===== src/rtl/gf2_pkg.sv =====
// Shared types and width helpers for the GF(2) polynomial divider.
package gf2_pkg;

    typedef enum logic [1:0] {
        IDLE = 2'd0,
        BUSY = 2'd1,
        DONE = 2'd2
    } state_t;

    function automatic int unsigned dw_of(int unsigned w);
        return 2 * w - 1;
    endfunction

    function automatic int unsigned cnt_w_of(int unsigned w);
        return $clog2(dw_of(w));
    endfunction

endpackage


===== src/rtl/gf2_poly_div_seq_if.sv =====
// Operand/result handshake bundle for gf2_poly_div_seq.
interface gf2_poly_div_seq_if
    import gf2_pkg::*;
#(
    parameter int unsigned W = 8
);
    localparam int unsigned DW = dw_of(W);

    logic          in_valid;
    logic          in_ready;
    logic [DW-1:0] dividend;
    logic [W-1:0]  divisor;
    logic          out_valid;
    logic          out_ready;
    logic [DW-1:0] quotient;
    logic [W-1:0]  remainder;
    logic          div_by_zero;

    modport master (
        output in_valid, dividend, divisor, out_ready,
        input  in_ready, out_valid, quotient, remainder, div_by_zero
    );

    modport slave (
        input  in_valid, dividend, divisor, out_ready,
        output in_ready, out_valid, quotient, remainder, div_by_zero
    );
endinterface


===== src/rtl/gf2_msb_index.sv =====
// Priority encoder: index of the highest set bit plus an all-zero flag.
module gf2_msb_index #(
    parameter int unsigned W  = 8,
    parameter int unsigned IW = $clog2(W)
) (
    input  logic [W-1:0]  vec,
    output logic [IW-1:0] idx_c,
    output logic          zero_c
);
    always_comb begin
        idx_c = '0;
        for (int i = 0; i < int'(W); i++) begin
            if (vec[i]) idx_c = IW'(i);
        end
    end

    assign zero_c = ~|vec;
endmodule


===== src/rtl/gf2_poly_div_seq.sv =====
// Bit-serial carry-less divider: one dividend bit per cycle, MSB first,
// producing quotient and remainder over GF(2).
module gf2_poly_div_seq
    import gf2_pkg::*;
#(
    parameter int unsigned W = 8
) (
    input  logic              clk,
    input  logic              rst_n,
    gf2_poly_div_seq_if.slave bus
);
    localparam int unsigned DW = dw_of(W);
    localparam int unsigned CW = cnt_w_of(W);
    localparam int unsigned IW = $clog2(W);

    state_t        state_q, state_d;
    logic [DW-1:0] a_q, a_d;
    logic [W-1:0]  d_q, d_d;
    logic [IW-1:0] deg_q, deg_d;
    logic [W-1:0]  r_q, r_d;
    logic [DW-1:0] q_q, q_d;
    logic [CW-1:0] cnt_q, cnt_d;
    logic [DW-1:0] quo_d;
    logic [W-1:0]  rem_d;
    logic          dbz_d;

    logic [IW-1:0] div_idx_c;
    logic          div_zero_c;
    logic [W-1:0]  t_c;
    logic          hit_c;
    logic [W-1:0]  step_r_c;

    gf2_msb_index #(.W(W), .IW(IW)) u_msb (
        .vec    (bus.divisor),
        .idx_c  (div_idx_c),
        .zero_c (div_zero_c)
    );

    // Bring down the next dividend bit; subtract the divisor when the leading term is set.
    assign t_c      = {r_q[W-2:0], a_q[DW-1]};
    assign hit_c    = t_c[deg_q];
    assign step_r_c = hit_c ? (t_c ^ d_q) : t_c;

    always_comb begin
        state_d = state_q;
        a_d     = a_q;
        d_d     = d_q;
        deg_d   = deg_q;
        r_d     = r_q;
        q_d     = q_q;
        cnt_d   = cnt_q;
        quo_d   = bus.quotient;
        rem_d   = bus.remainder;
        dbz_d   = bus.div_by_zero;

        case (state_q)
            IDLE: begin
                if (bus.in_valid) begin
                    a_d   = bus.dividend;
                    d_d   = bus.divisor;
                    deg_d = div_idx_c;
                    r_d   = '0;
                    q_d   = '0;
                    cnt_d = CW'(DW - 1);
                    dbz_d = div_zero_c;
                    if (div_zero_c) begin
                        quo_d   = '0;
                        rem_d   = '0;
                        state_d = DONE;
                    end else begin
                        state_d = BUSY;
                    end
                end
            end
            BUSY: begin
                a_d = {a_q[DW-2:0], 1'b0};
                r_d = step_r_c;
                q_d = {q_q[DW-2:0], hit_c};
                if (cnt_q == '0) begin
                    quo_d   = {q_q[DW-2:0], hit_c};
                    rem_d   = step_r_c;
                    state_d = DONE;
                end else begin
                    cnt_d = cnt_q - CW'(1);
                end
            end
            DONE: begin
                if (bus.out_ready) state_d = IDLE;
            end
            default: state_d = IDLE;
        endcase
    end

    // Handshake flags are registered from the next state so they align with it.
    always_ff @(posedge clk or negedge rst_n) begin
        if (!rst_n) begin
            state_q         <= IDLE;
            a_q             <= '0;
            d_q             <= '0;
            deg_q           <= '0;
            r_q             <= '0;
            q_q             <= '0;
            cnt_q           <= '0;
            bus.in_ready    <= 1'b1;
            bus.out_valid   <= 1'b0;
            bus.quotient    <= '0;
            bus.remainder   <= '0;
            bus.div_by_zero <= 1'b0;
        end else begin
            state_q         <= state_d;
            a_q             <= a_d;
            d_q             <= d_d;
            deg_q           <= deg_d;
            r_q             <= r_d;
            q_q             <= q_d;
            cnt_q           <= cnt_d;
            bus.in_ready    <= (state_d == IDLE);
            bus.out_valid   <= (state_d == DONE);
            bus.quotient    <= quo_d;
            bus.remainder   <= rem_d;
            bus.div_by_zero <= dbz_d;
        end
    end
endmodule

===== src/flat_wrapper.sv =====
// flat-port wrapper written by rule: the top's interface ports become plain ports
module gf2_poly_div_seq_flat import gf2_pkg::*;
#(
    parameter int unsigned W = 8
)
  (clk, rst_n, bus_in_valid, bus_dividend, bus_divisor, bus_out_ready, bus_in_ready, bus_out_valid, bus_quotient, bus_remainder, bus_div_by_zero);
  gf2_poly_div_seq_if #(.W(W)) bus_i ();
  input  logic clk;
  input  logic rst_n;
  input wire logic [$bits(bus_i.in_valid)-1:0] bus_in_valid;
  input wire logic [$bits(bus_i.dividend)-1:0] bus_dividend;
  input wire logic [$bits(bus_i.divisor)-1:0] bus_divisor;
  input wire logic [$bits(bus_i.out_ready)-1:0] bus_out_ready;
  output wire logic [$bits(bus_i.in_ready)-1:0] bus_in_ready;
  output wire logic [$bits(bus_i.out_valid)-1:0] bus_out_valid;
  output wire logic [$bits(bus_i.quotient)-1:0] bus_quotient;
  output wire logic [$bits(bus_i.remainder)-1:0] bus_remainder;
  output wire logic [$bits(bus_i.div_by_zero)-1:0] bus_div_by_zero;
  assign bus_i.in_valid = bus_in_valid;
  assign bus_i.dividend = bus_dividend;
  assign bus_i.divisor = bus_divisor;
  assign bus_i.out_ready = bus_out_ready;
  assign bus_in_ready = bus_i.in_ready;
  assign bus_out_valid = bus_i.out_valid;
  assign bus_quotient = bus_i.quotient;
  assign bus_remainder = bus_i.remainder;
  assign bus_div_by_zero = bus_i.div_by_zero;
  gf2_poly_div_seq #(.W(W)) u_core (.clk(clk), .rst_n(rst_n), .bus(bus_i));
endmodule

===== config.mk =====
export PLATFORM = sky130hd
export DESIGN_NAME = gf2_poly_div_seq_flat
export DESIGN_NICKNAME = d
export VERILOG_FILES = /design/src/rtl/gf2_pkg.sv /design/src/rtl/gf2_poly_div_seq_if.sv /design/src/rtl/gf2_msb_index.sv /design/src/rtl/gf2_poly_div_seq.sv /design/src/flat_wrapper.sv
export SDC_FILE = /design/constraint.sdc
export NUM_CORES = 1
export LEC_CHECK = 0
export ABC_AREA = 1
export BUFFER_PORTS_ARGS = -buffer_cell sky130_fd_sc_hd__buf_4
export CAP_MARGIN = 20
export CORE_MARGIN = 8
export CORE_UTILIZATION = 45
export DETAILED_ROUTE_END_ITERATION = 10
export GPL_TIMING_DRIVEN = 0
export PLACE_DENSITY = 0.7
export SLEW_MARGIN = 20
export SYNTH_ARGS = -nofsm -noshare
export SYNTH_HDL_FRONTEND = slang
export SYNTH_SLANG_ARGS = --single-unit

===== constraint.sdc =====
create_clock -name clk -period 1.3 [get_ports clk]
set_input_delay 0.39 -clock clk [delete_from_list [all_inputs] [get_ports clk]]
set_output_delay 0.39 -clock clk [all_outputs]
set_load 0.005 [all_outputs]

## After elaboration in Yosys (flattened, before gate mapping)

Cells that the tools add are included.

- Register bits: 79
- Input bits: 27
- Word-level logic and storage cells: 64

- $add $sub $neg: 1
- Magnitude comparators: 1
- Equality and inequality tests: 7
- Multiplexer cells: 32
- Bitwise gates (word level): 1
- Reductions and logical operators: 10

Operators by type and width:

| operator | count |
|---|---|
| 15-bit 2-to-1 mux | 4 |
| 15-bit one-hot mux with 2 select lines | 2 |
| 8-bit 2-to-1 mux | 4 |
| 14-bit one-hot mux with 2 select lines | 1 |
| 3-bit 2-to-1 mux | 6 |
| 8-bit one-hot mux with 2 select lines | 1 |
| 14-bit 2-to-1 mux | 1 |
| 7-bit one-hot mux with 2 select lines | 1 |
| 2-bit 2-to-1 mux | 4 |
| 4-bit 2-to-1 mux | 2 |
| 4-bit one-hot mux with 2 select lines | 1 |
| 8-bit OR reduction | 1 |
| 8-bit bitwise XOR | 1 |
| 7-bit 2-to-1 mux | 1 |
| 2-bit inequality test, second input constant | 3 |
| 2-bit one-hot mux with 3 select lines | 1 |
| 2-bit equality test, second input constant | 2 |
| 2-bit logical NOT | 2 |
| 4-bit logical NOT | 1 |
| 3-bit by 4-bit < comparator with 1-bit output, second input constant | 1 |
| 2-bit AND reduction | 2 |
| 4-bit AND reduction | 1 |
| 4-bit by 1-bit subtractor with 4-bit output, second input constant | 1 |
| 1-bit binary-select mux with 3-bit select | 1 |
| other kinds (6) | 7 |

## Logic depth before layout (Yosys ltp)

- Depth in word-level cells: 7
- Gate-level depth with buffers: 10
- Mapped depth without buffers: 10

## Hierarchy

From an unflattened synthesis, not the netlist that was laid out.

- Cells, all modules: 383
- Area total of the unflattened synthesis: 3714.8 sq um

Modules (own cells, without submodules):

| module | instances | cells an instance | area an instance (sq um) |
|---|---|---|---|
| gf2_poly_div_seq | 1 | 365 | 3638.5 |
| gf2_msb_index | 1 | 18 | 76.3 |

## Worst setup path before layout

Ideal clock, no wire load.

- Kind: register to register
- Start point: reg u_core.cnt_q[0]
- End point: reg u_core.bus.quotient[11]
- Library setup time: 0.118 ns
- Arrival: 1.289 ns
- Setup slack: -0.108 ns
- Stages on the path, launching flop included: 11
- Period minus slack after synthesis: 1.408 ns
- Cells stage by stage: dfrtp_1 -> inv_1 -> ha_1 -> nand2_1 -> nor2_1 -> nand2_4 -> nand2_8 -> inv_6 -> buf_8 -> nand2_2 -> nand2_1

- Cells in the longest elaborated chain, start to end: 3

Ends and longest elaborated chain:

| element | line | RTL |
|---|---|---|
| from (decl) | gf2_poly_div_seq.sv:22 | `logic [CW-1:0] cnt_q, cnt_d;` |
| from (signal assigned) | gf2_poly_div_seq.sv:116 | `cnt_q <= cnt_d;` |
| 4-bit logical NOT | gf2_poly_div_seq.sv:79 | `if (cnt_q == '0) begin` |
| 2-bit by 1-bit inequality test with 1-bit output (no source line) | -- |  |
| 4-bit AND reduction (no source line) | -- |  |
| to (signal assigned) | gf2_poly_div_seq.sv:119 | `bus.quotient <= quo_d;` |
| to (decl) | gf2_poly_div_seq_if.sv:26 | `output in_ready, out_valid, quotient, remainder, div_by_zero` |

No other way between the ends.
A chain may end at the register's enable or synchronous reset.

## Worst setup path in the final report

- Start point: reg u_core.state_q[1]
- End point: reg u_core.a_q[6]

- Cells in the longest elaborated chain, start to end: 3

Ends and longest elaborated chain:

| element | line | RTL |
|---|---|---|
| from (decl) | gf2_poly_div_seq.sv:16 | `state_t state_q, state_d;` |
| from (signal assigned) | gf2_poly_div_seq.sv:110 | `state_q <= state_d;` |
| 2-bit by 1-bit equality test with 1-bit output / 2-bit logical NOT (equally long branches) | gf2_poly_div_seq.sv:56 | `case (state_q)` |
| 2-bit nonzero test (no source line) / 2-bit inequality test (equally long branches) | -- |  |
| 2-bit AND reduction (no source line) | -- |  |
| to (signal assigned) | gf2_poly_div_seq.sv:98 | `a_q <= '0;` |
| to (signal assigned) | gf2_poly_div_seq.sv:111 | `a_q <= a_d;` |
| to (decl) | gf2_poly_div_seq.sv:17 | `logic [DW-1:0] a_q, a_d;` |

Several ways; a longest one is shown, not always the timed one.

==> qor.csv <==
metric;value;unit
status;finished, violations left;
failing checks;setup timing;
initial drt markers;136;
Layout Skew;0.01254;ns
WL/cell;15.26;µm
asr flop ratio synth;1.000;
gr ovfl total;0;
Initial Util;0.4553;
crit-path max FO;6;
RSZ-0062 raised after global routing;yes;
WS Path Type;flip-flop to flip-flop;
Synth Warn #;0;
clock slew at reported path FFs;0.09;ns
area post-placement;0.004229;mm²
CTS max path bufs;2;
R2R setup slack;-0.15;ns
first-pass GRT wire length;15680;µm
met2 Track Usage GR;0.2650;
vias in the first global route;3237;
combinational power share;0.537;
die width;106.5;µm
synth top area cells;dfrtp_1, nand2_1, inv_1;
most used routing layer;met2;
# setup viols final;71;
largest net degree at the start of global routing;80;
PwrDens;2454;mW/mm²
count leader, synth;nand2_1;
drc violations;0;
post-route cell area;0.005235;mm²
cell chain of the critical path;or2_4, nor2_8, buf_6, inv_8, buf_12, nor3_1, a211oi_1;
Vias/cell;5.100;
HP Class;input pin to async pin;
Cells after Synth;411;
HPWL Detailed;5812;µm
Post-layout nets;546;
DR pass1 iterations;4;
Worst Tran Pin Value;1.004;ns
worst path arrival time;1.69;ns
H-tree depth;3;
Seq cells post-synth;79;
Synth area leader;dfrtp_1;
final worst slack;-0.1468;ns
Peak supply drop;1.028;mV
Clk pwr share;0.131;
CTS tree;built;
Int Power;0.007495;W
num rows;33;
vias after detailed routing;3203;
Diodes inserted;0;
max-slew violations;0;
routing usage on met1;0.2223;
leakage power;2.658;nW
Top delay family on crit path;simple AND/OR/NAND/NOR gates;
worst r2r path cells;7;
Seq/Total Area, Yosys;0.5368;
total power;0.01285;W
die height;106.5;µm
WHS;0.1747;ns
Startpoint Class;flip-flop;
area grow syn2layout;42.07;%
Seq pwr share;0.332;
total CTS buffers;9;
synthesized cell area;0.003685;mm²
RePlAce Congestion;0.8353;
initial antenna violation count;0;
r2r startpoint;u_core.state_q[1];
synth unique cells;36;
critical path capture point type;flip-flop;
max_slew headroom;0.3306;
core area;0.008093;mm²
Final period util;1.113;
Final Hold Fails;0;
fmax;0.6912;GHz
Slowest-stage cell, CP;dfrtp_1;
Port Buffers;52;
clock sink total;79;
Post-synth EDFFs;0;
CP Buf/Inv Count;3;
synth cell count leaders;nand2_1, dfrtp_1, inv_1;
Largest stage delay, worst path;0.41;ns
Max Cap Violations;0;
NetSw;0.005351;W
share of post-route cells with drive strength above 1;0.4359;
Root Driver;clkbuf_8;
Syn Nets;439;
Mean Syn Cell Area;8.965;µm²
Final ANT Viol Nets;0;
met3 GRT Util;0.03569;
DIE AREA;0.01134;mm²
worst r2r dst;u_core.a_q[6];
Skew-Pair Late Insertion Delay;0.36;ns
Ports;53;
main flop type after synthesis;dfrtp_1;
fin crit period;1.447;ns
DRT Wirelength;9584;µm
All-Layer GR Usage;0.1712;
post-synth top area share;0.5297;
required time of the critical path;1.55;ns
switch share;0.4165;
-- metal layers --
layer	vias up	part of all wire	wire (µm)
met1	1560	0.44	4191
met5	-	0	0
li1	1541	-	-
met3	13	0.052	502
met4	0	0.016	157
met2	89	0.49	4732
-- power groups by stage --
stage          clock (W)  sequential, W  combinational (W)
6_report         0.00168        0.00426            0.00690
5_1_grt          0.00181        0.00438            0.00761
4_1_cts          0.00171        0.00421            0.00604
3_5_place_dp           0        0.00424            0.00449
3_3_place_gp           0        0.00420            0.00437
2_1_floorplan          0        0.00412            0.00312
-- flip-flops by register name, indices dropped and copies added (netlist names), 2 cells and up --
name	flops
u_core.d_q	8
u_core.cnt_q	4
u_core.bus.remainder	8
u_core.state_q	2
u_core.r_q	7
u_core.deg_q	3
u_core.a_q	15
u_core.q_q	14
u_core.bus.quotient	15
-- metrics by stage --
stage               utilization  setup slack (ns)  std cells  setup TNS, ns
CTS                      0.6076           -0.1464        614         -6.150
detailed placement       0.5226           -0.3129        568         -13.89
floorplan                     -          -0.06701        411         -2.127
global placement         0.5226           -0.2891        568         -12.43
global route             0.6469           -0.2243        628         -13.02
finish                   0.6469           -0.1468        628         -7.038
-- worst max path at each step --
stage | slack [ns] | to | startpoint | cells past startpoint
floorplan | -0.07 | u_core.bus.quotient[11] | u_core.state_q[0] | 8
global placement | -0.29 | u_core.bus.quotient[6] | bus_divisor[5] | 10
detailed placement | -0.31 | u_core.bus.quotient[6] | bus_divisor[5] | 10
CTS | -0.15 | u_core.bus.quotient[6] | u_core.state_q[1] | 8
global route | -0.22 | u_core.bus.remainder[7] | u_core.cnt_q[1] | 10
finish | -0.15 | u_core.a_q[6] | u_core.state_q[1] | 7
-- cells in the final DEF (no fill, tap or decap), types with 2 or more instances in the layout --
cell,synthesis,routed
nand2_1,108,100
dfrtp_1,78,76
buf_4,1,74
inv_1,46,41
nand3_1,33,28
nand2_2,21,27
buf_6,6,24
o22ai_2,1,13
nor2_1,14,11
o21ai_2,0,11
o21ai_0,30,11
clkbuf_8,0,9
o21ai_1,0,8
xor2_1,7,7
inv_2,3,6
nand2_4,3,5
nand3_2,2,5
a211oi_2,0,5
nand3_4,0,4
buf_12,0,4
nor3_2,0,4
clkinvlp_4,0,4
nor3_4,1,3
buf_8,2,3
clkbuf_2,0,3
inv_8,0,2
nand2_8,1,2
nor2_4,1,2
nor2_2,0,2
a21boi_0,2,2
a21oi_1,3,2
a31oi_1,2,2
nor3_1,8,2
a211oi_1,7,2
inv_6,1,2
clkbuf_16,0,2
dfrtp_2,0,2
-- kinds of logic (layout without fill, tap and decap cells) --
kind of cell / count (synthesis) / after routing / synth area share
XOR/XNOR: 8 / 8 / 0.01902
AND/OR/NAND/NOR: 196 / 199 / 0.2547
adder cells (fa/ha/maj): 1 / 1 / 0.003395
buffers and inverters: 68 / 177 / 0.09134
flip-flops: 79 / 79 / 0.5368
AO/OA/AOI/OAI: 59 / 59 / 0.09473
-- final cells by class --
| type | instances | area, µm² |
|---|---|---|
| buffer | 17 | 202.7 |
| sequential | 79 | 1981 |
| clock buffer | 9 | 123.9 |
| timing repair buffer | 94 | 820.8 |
| multi-input combinational | 267 | 1714 |
| tap | 105 | 131.4 |
| inverter | 50 | 205.2 |
| clock inverter | 7 | 56.30 |
| fill | 633 | 2858 |
-- worst reg2reg max path, cell delays in order, from the launching register on --
cell and delay (ns):
dfrtp_1 0.41, or2_4 0.26, nor2_8 0.15, buf_6 0.14, inv_8 0.05, buf_12 0.13, nor3_1 0.13, a211oi_1 0.07
-- repair_timing --
action	in CTS	in global routing
gates resized for setup	78	56
hold buffers	0	0
cloned	5	2
setup buffers	25	13
setup endpoints to repair	86	97
pin swaps	8	5
Power figures use the tool's default switching activity.
